===== config.mk =====
export PLATFORM = sky130hd
export DESIGN_NAME = alu_issue_sched
export DESIGN_NICKNAME = d
export VERILOG_FILES = /design/src/rtl/drac_pkg.sv /design/src/rtl/rr_arbiter.sv /design/src/rtl/alu_issue_sched.sv
export SDC_FILE = /design/constraint.sdc
export NUM_CORES = 1
export LEC_CHECK = 0
export CORE_AREA = 2 2 231 233
export DETAILED_ROUTE_END_ITERATION = 8
export DIE_AREA = 0 0 233 235
export SETUP_SLACK_MARGIN = 0.2
export SKIP_LAST_GASP = 1
export SLEW_MARGIN = 20
export SYNTH_ARGS = -nofsm -noshare
export SYNTH_HDL_FRONTEND = slang
export SYNTH_SLANG_ARGS = --single-unit

===== constraint.sdc =====
create_clock -name clk_i -period 4.5 [get_ports clk_i]
set_input_delay 0.45 -clock clk_i [delete_from_list [all_inputs] [get_ports clk_i]]
set_output_delay 0.45 -clock clk_i [all_outputs]
set_load 0.005 [all_outputs]

===== src/rtl/drac_pkg.sv =====
// Shared execution-stage types for the ALU issue scheduler and its arbiter.
// Provides the read-register -> ALU instruction payload, the functional unit
// encoding, the scheduler state encoding and the serialising-instruction test.
package drac_pkg;

    localparam int unsigned ALU_SCHED_MAX_REQ = 4;

    localparam int unsigned PC_W    = 40;
    localparam int unsigned GL_W    = 6;
    localparam int unsigned ITYPE_W = 7;
    localparam int unsigned DATA_W  = 64;
    localparam int unsigned PREG_W  = 6;

    typedef enum logic [2:0] {
        UNIT_ALU,
        UNIT_DIV,
        UNIT_MUL,
        UNIT_BRANCH,
        UNIT_MEM,
        UNIT_CONTROL,
        UNIT_SYSTEM
    } functional_unit_t;

    typedef struct packed {
        logic [PC_W-1:0]    pc;
        logic [GL_W-1:0]    gl_index;
        functional_unit_t   unit;
        logic [ITYPE_W-1:0] instr_type;
        logic               stall_csr_fence;
        logic [DATA_W-1:0]  data_rs1;
        logic [DATA_W-1:0]  data_rs2;
        logic [PREG_W-1:0]  prd;
    } rr_exe_arith_instr_t;

    typedef enum logic {
        RUN,
        FENCE_WAIT
    } sched_state_t;

    // Instructions that must drain through write-back before anything else issues.
    function automatic logic is_serialising(input rr_exe_arith_instr_t instr);
        return instr.stall_csr_fence || (instr.unit == UNIT_SYSTEM);
    endfunction

endpackage


===== src/rtl/rr_arbiter.sv =====
// Round-robin arbiter for a shared execution unit.
// Ports:
//   clk_i, rstn_i : clock, asynchronous active-low reset
//   req_i         : request vector
//   en_i          : grants allowed this cycle (grant implies transfer)
//   gnt_c_o       : combinational one-hot grant
// The pointer moves to winner+1 whenever a grant is issued, otherwise holds.
module rr_arbiter #(
    parameter int unsigned N = 2
) (
    input  logic         clk_i,
    input  logic         rstn_i,
    input  logic [N-1:0] req_i,
    input  logic         en_i,
    output logic [N-1:0] gnt_c_o
);

    localparam int unsigned PTR_W = (N > 1) ? $clog2(N) : 1;

    logic [PTR_W-1:0] ptr_q;
    logic [PTR_W-1:0] ptr_d;
    logic [PTR_W-1:0] idx;
    logic             found;

    // Scan from the pointer, wrapping modulo N; first valid requester wins.
    always_comb begin
        gnt_c_o = '0;
        ptr_d   = ptr_q;
        idx     = '0;
        found   = 1'b0;
        for (int unsigned off = 0; off < N; off++) begin
            idx = PTR_W'((32'(ptr_q) + off) % N);
            if (en_i && !found && req_i[idx]) begin
                gnt_c_o[idx] = 1'b1;
                found        = 1'b1;
                ptr_d        = (32'(idx) == N - 1) ? '0 : idx + PTR_W'(1);
            end
        end
    end

    always_ff @(posedge clk_i or negedge rstn_i) begin
        if (!rstn_i) begin
            ptr_q <= '0;
        end else begin
            ptr_q <= ptr_d;
        end
    end

endmodule


===== src/rtl/alu_issue_sched.sv =====
// Issue scheduler sharing the single-cycle integer ALU among NUM_REQ requesters.
// Round-robin arbitration into a one-entry output register; serialising
// (fence/CSR/system) instructions block further grants until write-back
// signals completion or the fence timeout expires.
// Ports:
//   clk_i, rstn_i  : clock, asynchronous active-low reset
//   flush_i        : discard buffered instruction and pending fence wait
//   req_valid_i    : per-requester instruction valid
//   req_instr_i    : per-requester instruction payload
//   req_ready_o    : one-hot grant (combinational), transfer on valid&ready
//   alu_valid_o    : output register holds an instruction
//   alu_instr_o    : instruction toward the ALU operand stage
//   alu_ready_i    : ALU/write-back accepts the output instruction
//   fence_done_i   : write-back retired the serialising instruction
//   fence_wait_o   : scheduler waiting on a serialising instruction
//   timeout_o      : one-cycle pulse when the fence wait times out
module alu_issue_sched
    import drac_pkg::*;
#(
    parameter int unsigned NUM_REQ       = 2,
    parameter int unsigned FENCE_TIMEOUT = 1023
) (
    input  logic                              clk_i,
    input  logic                              rstn_i,
    input  logic                              flush_i,
    input  logic [NUM_REQ-1:0]                req_valid_i,
    input  rr_exe_arith_instr_t [NUM_REQ-1:0] req_instr_i,
    output logic [NUM_REQ-1:0]                req_ready_o,
    output logic                              alu_valid_o,
    output rr_exe_arith_instr_t               alu_instr_o,
    input  logic                              alu_ready_i,
    input  logic                              fence_done_i,
    output logic                              fence_wait_o,
    output logic                              timeout_o
);

    localparam int unsigned CNT_W = $clog2(FENCE_TIMEOUT + 1);

    if (NUM_REQ < 2 || NUM_REQ > ALU_SCHED_MAX_REQ) begin : g_bad_num_req
        $error("alu_issue_sched: NUM_REQ out of range");
    end

    sched_state_t        state_q, state_d;
    logic [CNT_W-1:0]    cnt_q, cnt_d;
    logic                timeout_q, timeout_d;
    logic                alu_valid_q, alu_valid_d;
    rr_exe_arith_instr_t instr_q, instr_d;

    logic                arb_en;
    logic [NUM_REQ-1:0]  gnt;
    logic                transfer;
    rr_exe_arith_instr_t sel_instr;

    // Grants only when running, not flushing, and the output register can
    // take a new entry. Reset is included so no grant is shown while held.
    assign arb_en = rstn_i && !flush_i && (state_q == RUN)
                    && (!alu_valid_q || alu_ready_i);

    rr_arbiter #(
        .N (NUM_REQ)
    ) u_rr_arbiter (
        .clk_i   (clk_i),
        .rstn_i  (rstn_i),
        .req_i   (req_valid_i),
        .en_i    (arb_en),
        .gnt_c_o (gnt)
    );

    assign transfer    = |gnt;
    assign req_ready_o = gnt;

    // One-hot payload select.
    always_comb begin
        sel_instr = '0;
        for (int unsigned i = 0; i < NUM_REQ; i++) begin
            if (gnt[i]) begin
                sel_instr = req_instr_i[i];
            end
        end
    end

    // Next-state: output register, fence FSM and timeout counter.
    always_comb begin
        state_d     = state_q;
        cnt_d       = cnt_q;
        timeout_d   = 1'b0;
        alu_valid_d = alu_valid_q;
        instr_d     = instr_q;

        if (alu_valid_q && alu_ready_i) begin
            alu_valid_d = 1'b0;
        end
        if (transfer) begin
            alu_valid_d = 1'b1;
            instr_d     = sel_instr;
        end

        case (state_q)
            RUN: begin
                cnt_d = '0;
                if (transfer && is_serialising(sel_instr)) begin
                    state_d = FENCE_WAIT;
                end
            end
            FENCE_WAIT: begin
                if (fence_done_i) begin
                    state_d = RUN;
                    cnt_d   = '0;
                end else if (cnt_q == CNT_W'(FENCE_TIMEOUT - 1)) begin
                    state_d   = RUN;
                    cnt_d     = '0;
                    timeout_d = 1'b1;
                end else begin
                    cnt_d = cnt_q + CNT_W'(1);
                end
            end
            default: state_d = RUN;
        endcase

        // Flush overrides everything; the buffered instruction is dropped.
        if (flush_i) begin
            alu_valid_d = 1'b0;
            state_d     = RUN;
            cnt_d       = '0;
            timeout_d   = 1'b0;
        end
    end

    always_ff @(posedge clk_i or negedge rstn_i) begin
        if (!rstn_i) begin
            state_q     <= RUN;
            cnt_q       <= '0;
            timeout_q   <= 1'b0;
            alu_valid_q <= 1'b0;
            instr_q     <= '0;
        end else begin
            state_q     <= state_d;
            cnt_q       <= cnt_d;
            timeout_q   <= timeout_d;
            alu_valid_q <= alu_valid_d;
            instr_q     <= instr_d;
        end
    end

    assign alu_valid_o  = alu_valid_q;
    assign alu_instr_o  = instr_q;
    assign fence_wait_o = (state_q == FENCE_WAIT);
    assign timeout_o    = timeout_q;

endmodule


==> key figures <==
STA
  • Upper clock frequency limit: 337 MHz
  • Transition time of the tightest slew-check pin: 0.871 ns
  • Slew margin rel.: 41.9%
  • RSZ-0062 raised after global routing: false
  • Number of max-slew violations in the final report: 0
  • Setup TNS: 0 ns
  • Period utilisation layout: 65.9%
  • Worst-case clock skew: 0.0102 ns
  • Number of failing hold endpoints at the final stage: 0
  • Setup violations, final: 0
  • Min Tclk post-route: 2.97 ns

Final layout
  • Antenna Cells: 0
  • Commonest cells after routing, fill and taps aside: sky130_fd_sc_hd__clkdlybuf4s50_1, sky130_fd_sc_hd__dfrtp_1, sky130_fd_sc_hd__nor2_1
  • Fraction of layout cells with a size suffix above 1: 4.45%
  • Layout filler cell count: 5,391
  • Leading cell type in the layout, fill and taps excluded: sky130_fd_sc_hd__clkdlybuf4s50_1
  • Area occupied by registers: 5130 µm²
  • Final net count: 1,859
  • Multi-input gate area: 3920 µm²
  • Synth-to-Final Area Change: 77.9%

Power and ir drop
  • Comb pwr share: 30.8%
  • Leakage power: 6.31 nW
  • Power share of the clock group: 29.6%
  • Ratio of total power to cell area: 369 nW/µm²
  • Worst supply voltage drop on vdd: 212 µV
  • Internal power summed over all cells: 4.54 mW
  • Sequential share of power: 39.6%
  • Switching part of the total power: 26.8%
  • Total net switching power: 1.66 mW
  • Final Total Pwr: 6.20 mW

Critical path
  • Sort of element at the end of the critical path: output pin
  • Signal arrival time at the worst endpoint: 2.52 ns
  • Worst setup path start: rstn_i
  • Reg-to-reg setup timing slack: 2.30 ns
  • Worst Reg-to-Reg Cells: 6
  • Path type of the worst setup path: input port to output pin
  • CP required: 4.05 ns
  • Worst r2r src: fence_wait_o$_DFF_PN0_
  • Critical Path Source Type: input port
  • Crit path max fanout: 54

Floorplan
  • Core region area: 52,200 µm²
  • Starting utilization of the core area: 18.1%
  • Cell row count: 84
  • Num ports: 585
  • Horizontal extent of the die: 233 µm
  • Chip Height: 235 µm
  • Total Die Area: 54,800 µm²

Placement
  • Number of port buffers: 584
  • HPWL Detailed: 26.4 mm
  • Placer congestion estimate: 0.795

Global routing
  • Total routing resource utilization after global routing: 11.5%
  • Number of global-route vias before repair: 8,906
  • Remaining global-route overflow: 0
  • Global-route wire length before repair: 49.7 mm
  • Number of antenna violations at the first check in global routing: 1
  • Pin count of the biggest net entering global routing: 89

Routing
  • Average detailed-routed wire length per instance: 15.4 µm
  • Remaining routing DRC violations: 0
  • Metal1 wirelength: 12.6 mm
  • Antenna-violating nets left: 0
  • 1st-iter DRT viols: 240
  • Vias per inst: 3.99
  • Pre-antenna DRT Iters: 5
  • Vias: 8,665
  • Routed length on met2: 16.6 mm
  • Routed met3 length: 3.33 mm
  • Routed wire length: 33.5 mm
  • Uppermost layer routed: met5

Clock tree
  • Clock insertion delay at the later pin of the skew report: 0.52 ns
  • Number of clock buffers inserted by TritonCTS: 24
  • Clock-pin slew reported for the worst setup and hold paths after clock tree synthesis: 0.06 ns
  • Num Clock Sinks: 205
  • Number of buffers between clock root and the deepest sink: 3
  • TritonCTS clock tree: yes
  • Clock root buffer master: sky130_fd_sc_hd__clkbuf_16
  • H-tree lvl count: 1

Yosys
  • Post-synthesis cell type count: 30
  • Avg Cell Area, Syn: 10.6 µm²
  • Sequential share of the synthesized area: 54.4%
  • YS warnings: 0
  • Post-synthesis instance total: 893
  • Number of flip-flops and latches in the synthesized netlist: 205
  • Net Count, Synth: 1,284
  • Total standard cell area after synthesis: 9440 µm²

Min path
  • Min-Delay Path Class: input port to async pin

Flow run
  • Max-cap viol count: 0

Status
  • Status: complete, no violations
## synthesized netlist by cell type
| cell type | count | area, µm² |
|---|---|---|
| sky130_fd_sc_hd__nand2_1 | 4 | 15.0 |
| sky130_fd_sc_hd__nand3_1 | 6 | 30.0 |
| sky130_fd_sc_hd__mux2i_1 | 187 | 1870 |
| sky130_fd_sc_hd__buf_12 | 1 | 20.0 |
| sky130_fd_sc_hd__ha_1 | 2 | 25.0 |
| sky130_fd_sc_hd__and2_1 | 1 | 6.26 |
| sky130_fd_sc_hd__nor2_1 | 201 | 754 |
| sky130_fd_sc_hd__buf_2 | 13 | 65.1 |
| sky130_fd_sc_hd__and4_1 | 4 | 35.0 |
| sky130_fd_sc_hd__a31oi_1 | 1 | 6.26 |
| sky130_fd_sc_hd__or2_2 | 1 | 6.26 |
| sky130_fd_sc_hd__buf_1 | 3 | 11.3 |
| sky130_fd_sc_hd__o2bb2ai_1 | 2 | 17.5 |
| sky130_fd_sc_hd__a32oi_1 | 2 | 17.5 |
| sky130_fd_sc_hd__nand4_1 | 3 | 18.8 |
| sky130_fd_sc_hd__and3_1 | 2 | 12.5 |
| sky130_fd_sc_hd__dfrtp_1 | 205 | 5130 |
| sky130_fd_sc_hd__xor2_1 | 6 | 52.6 |
| sky130_fd_sc_hd__o211ai_1 | 1 | 7.51 |
| sky130_fd_sc_hd__nand2b_1 | 2 | 12.5 |
| sky130_fd_sc_hd__inv_1 | 1 | 3.75 |
| sky130_fd_sc_hd__xnor2_1 | 2 | 17.5 |
| sky130_fd_sc_hd__buf_4 | 5 | 37.5 |
| sky130_fd_sc_hd__buf_6 | 13 | 146 |
| sky130_fd_sc_hd__a32o_1 | 2 | 20.0 |
| sky130_fd_sc_hd__a22o_1 | 2 | 17.5 |
| sky130_fd_sc_hd__clkbuf_1 | 30 | 113 |
| sky130_fd_sc_hd__a21boi_0 | 1 | 7.51 |
| sky130_fd_sc_hd__and4bb_1 | 1 | 12.5 |
| sky130_fd_sc_hd__a21oi_1 | 189 | 946 |
## flip-flops by register name (all words and copies together), names as in the netlist
| register | flops |
|---|---|
| timeout_o | 1 |
| cnt_q | 10 |
| alu_instr_o | 191 |
| u_rr_arbiter.ptr_q | 1 |
| fence_wait_o | 1 |
| alu_valid_o | 1 |
## logic make-up (layout without fill, tap and decap cells)
kind of cell,Yosys count,count (layout),synth area share [%]
AOI/OAI and AO/OA,200,200,11.0
xor gates and xnor gates,8,8,0.743
adders and majority gates,2,2,0.265
buffers and inverters,66,655,4.20
DFF,205,205,54.4
muxes,187,187,19.8
and+or+nand+nor,225,225,9.57
## stage by stage
step / cells / hold WS, ns / area, µm² / utilization [%] / setup slack (ns)
6_report: 2170 / 0.429 / 16800 / 32.1 / 1.53
5_1_grt: 2170 / 0.447 / 16800 / 32.1 / 1.41
4_1_cts: 2170 / 0.414 / 16800 / 32.1 / 1.51
3_5_place_dp: 2129 / 0.439 / 16000 / 30.7 / 1.71
3_3_place_gp: 2129 / 0.436 / 16000 / 30.7 / 1.78
2_1_floorplan: 893 / 0.154 / 9440 / - / 2.84
## worst paths after layout
| path | endpoint |
|---|---|
| worst max-delay path | req_ready_o[1] |
| worst min-delay path | alu_instr_o[113]$_DFFE_PN0N_ |
| worst max register to register | alu_instr_o[101]$_DFFE_PN0N_ |
| worst min register to register | alu_instr_o[142]$_DFFE_PN0N_ |
| max in group asynchronous | alu_instr_o[1]$_DFFE_PN0N_ |
| min in group clk_i | alu_instr_o[142]$_DFFE_PN0N_ |
## power by group through the flow
stage          clock network (mW)  logic, mW  registers (mW)
2_1_floorplan                   0      0.544            2.49
3_3_place_gp                    0       1.92            2.47
3_5_place_dp                    0       1.94            2.49
4_1_cts                      1.93       1.95            2.46
5_1_grt                      2.00       2.08            2.51
6_report                     1.84       1.91            2.46
## critical path: stages
cell	delay, ns
sky130_fd_sc_hd__dlygate4sd3_1	0.53
sky130_fd_sc_hd__clkbuf_8	0.39
sky130_fd_sc_hd__and4bb_1	0.25
sky130_fd_sc_hd__and3_4	0.24
sky130_fd_sc_hd__clkdlybuf4s50_1	0.61
## layer usage
layer  up-vias  global-route usage, %
met3        48                   3.90
met5         -                      0
met2       401                   20.7
li1       4239                      -
met1      3975                   12.6
met4         2                   3.51
## cell type report
| cell class | count | area share, % |
|---|---|---|
| Clock buffer | 37 | 4.29 |
| Clock inverter | 3 | 0.0894 |
| Inverter | 1 | 0.0224 |
| Multi-Input combinational cell | 622 | 23.3 |
| Sequential cell | 205 | 30.6 |
| Tap cell | 688 | 5.13 |
| Timing Repair Buffer | 614 | 36.6 |
## timing repair
action	in CTS	in global routing
hold buffers	1	0
resized for setup	0	0
setup buffers	0	0
setup endpoints to repair	0	0
hold endpoints to repair	48	0
No activity file was read; power rests on OpenSTA's default activity.
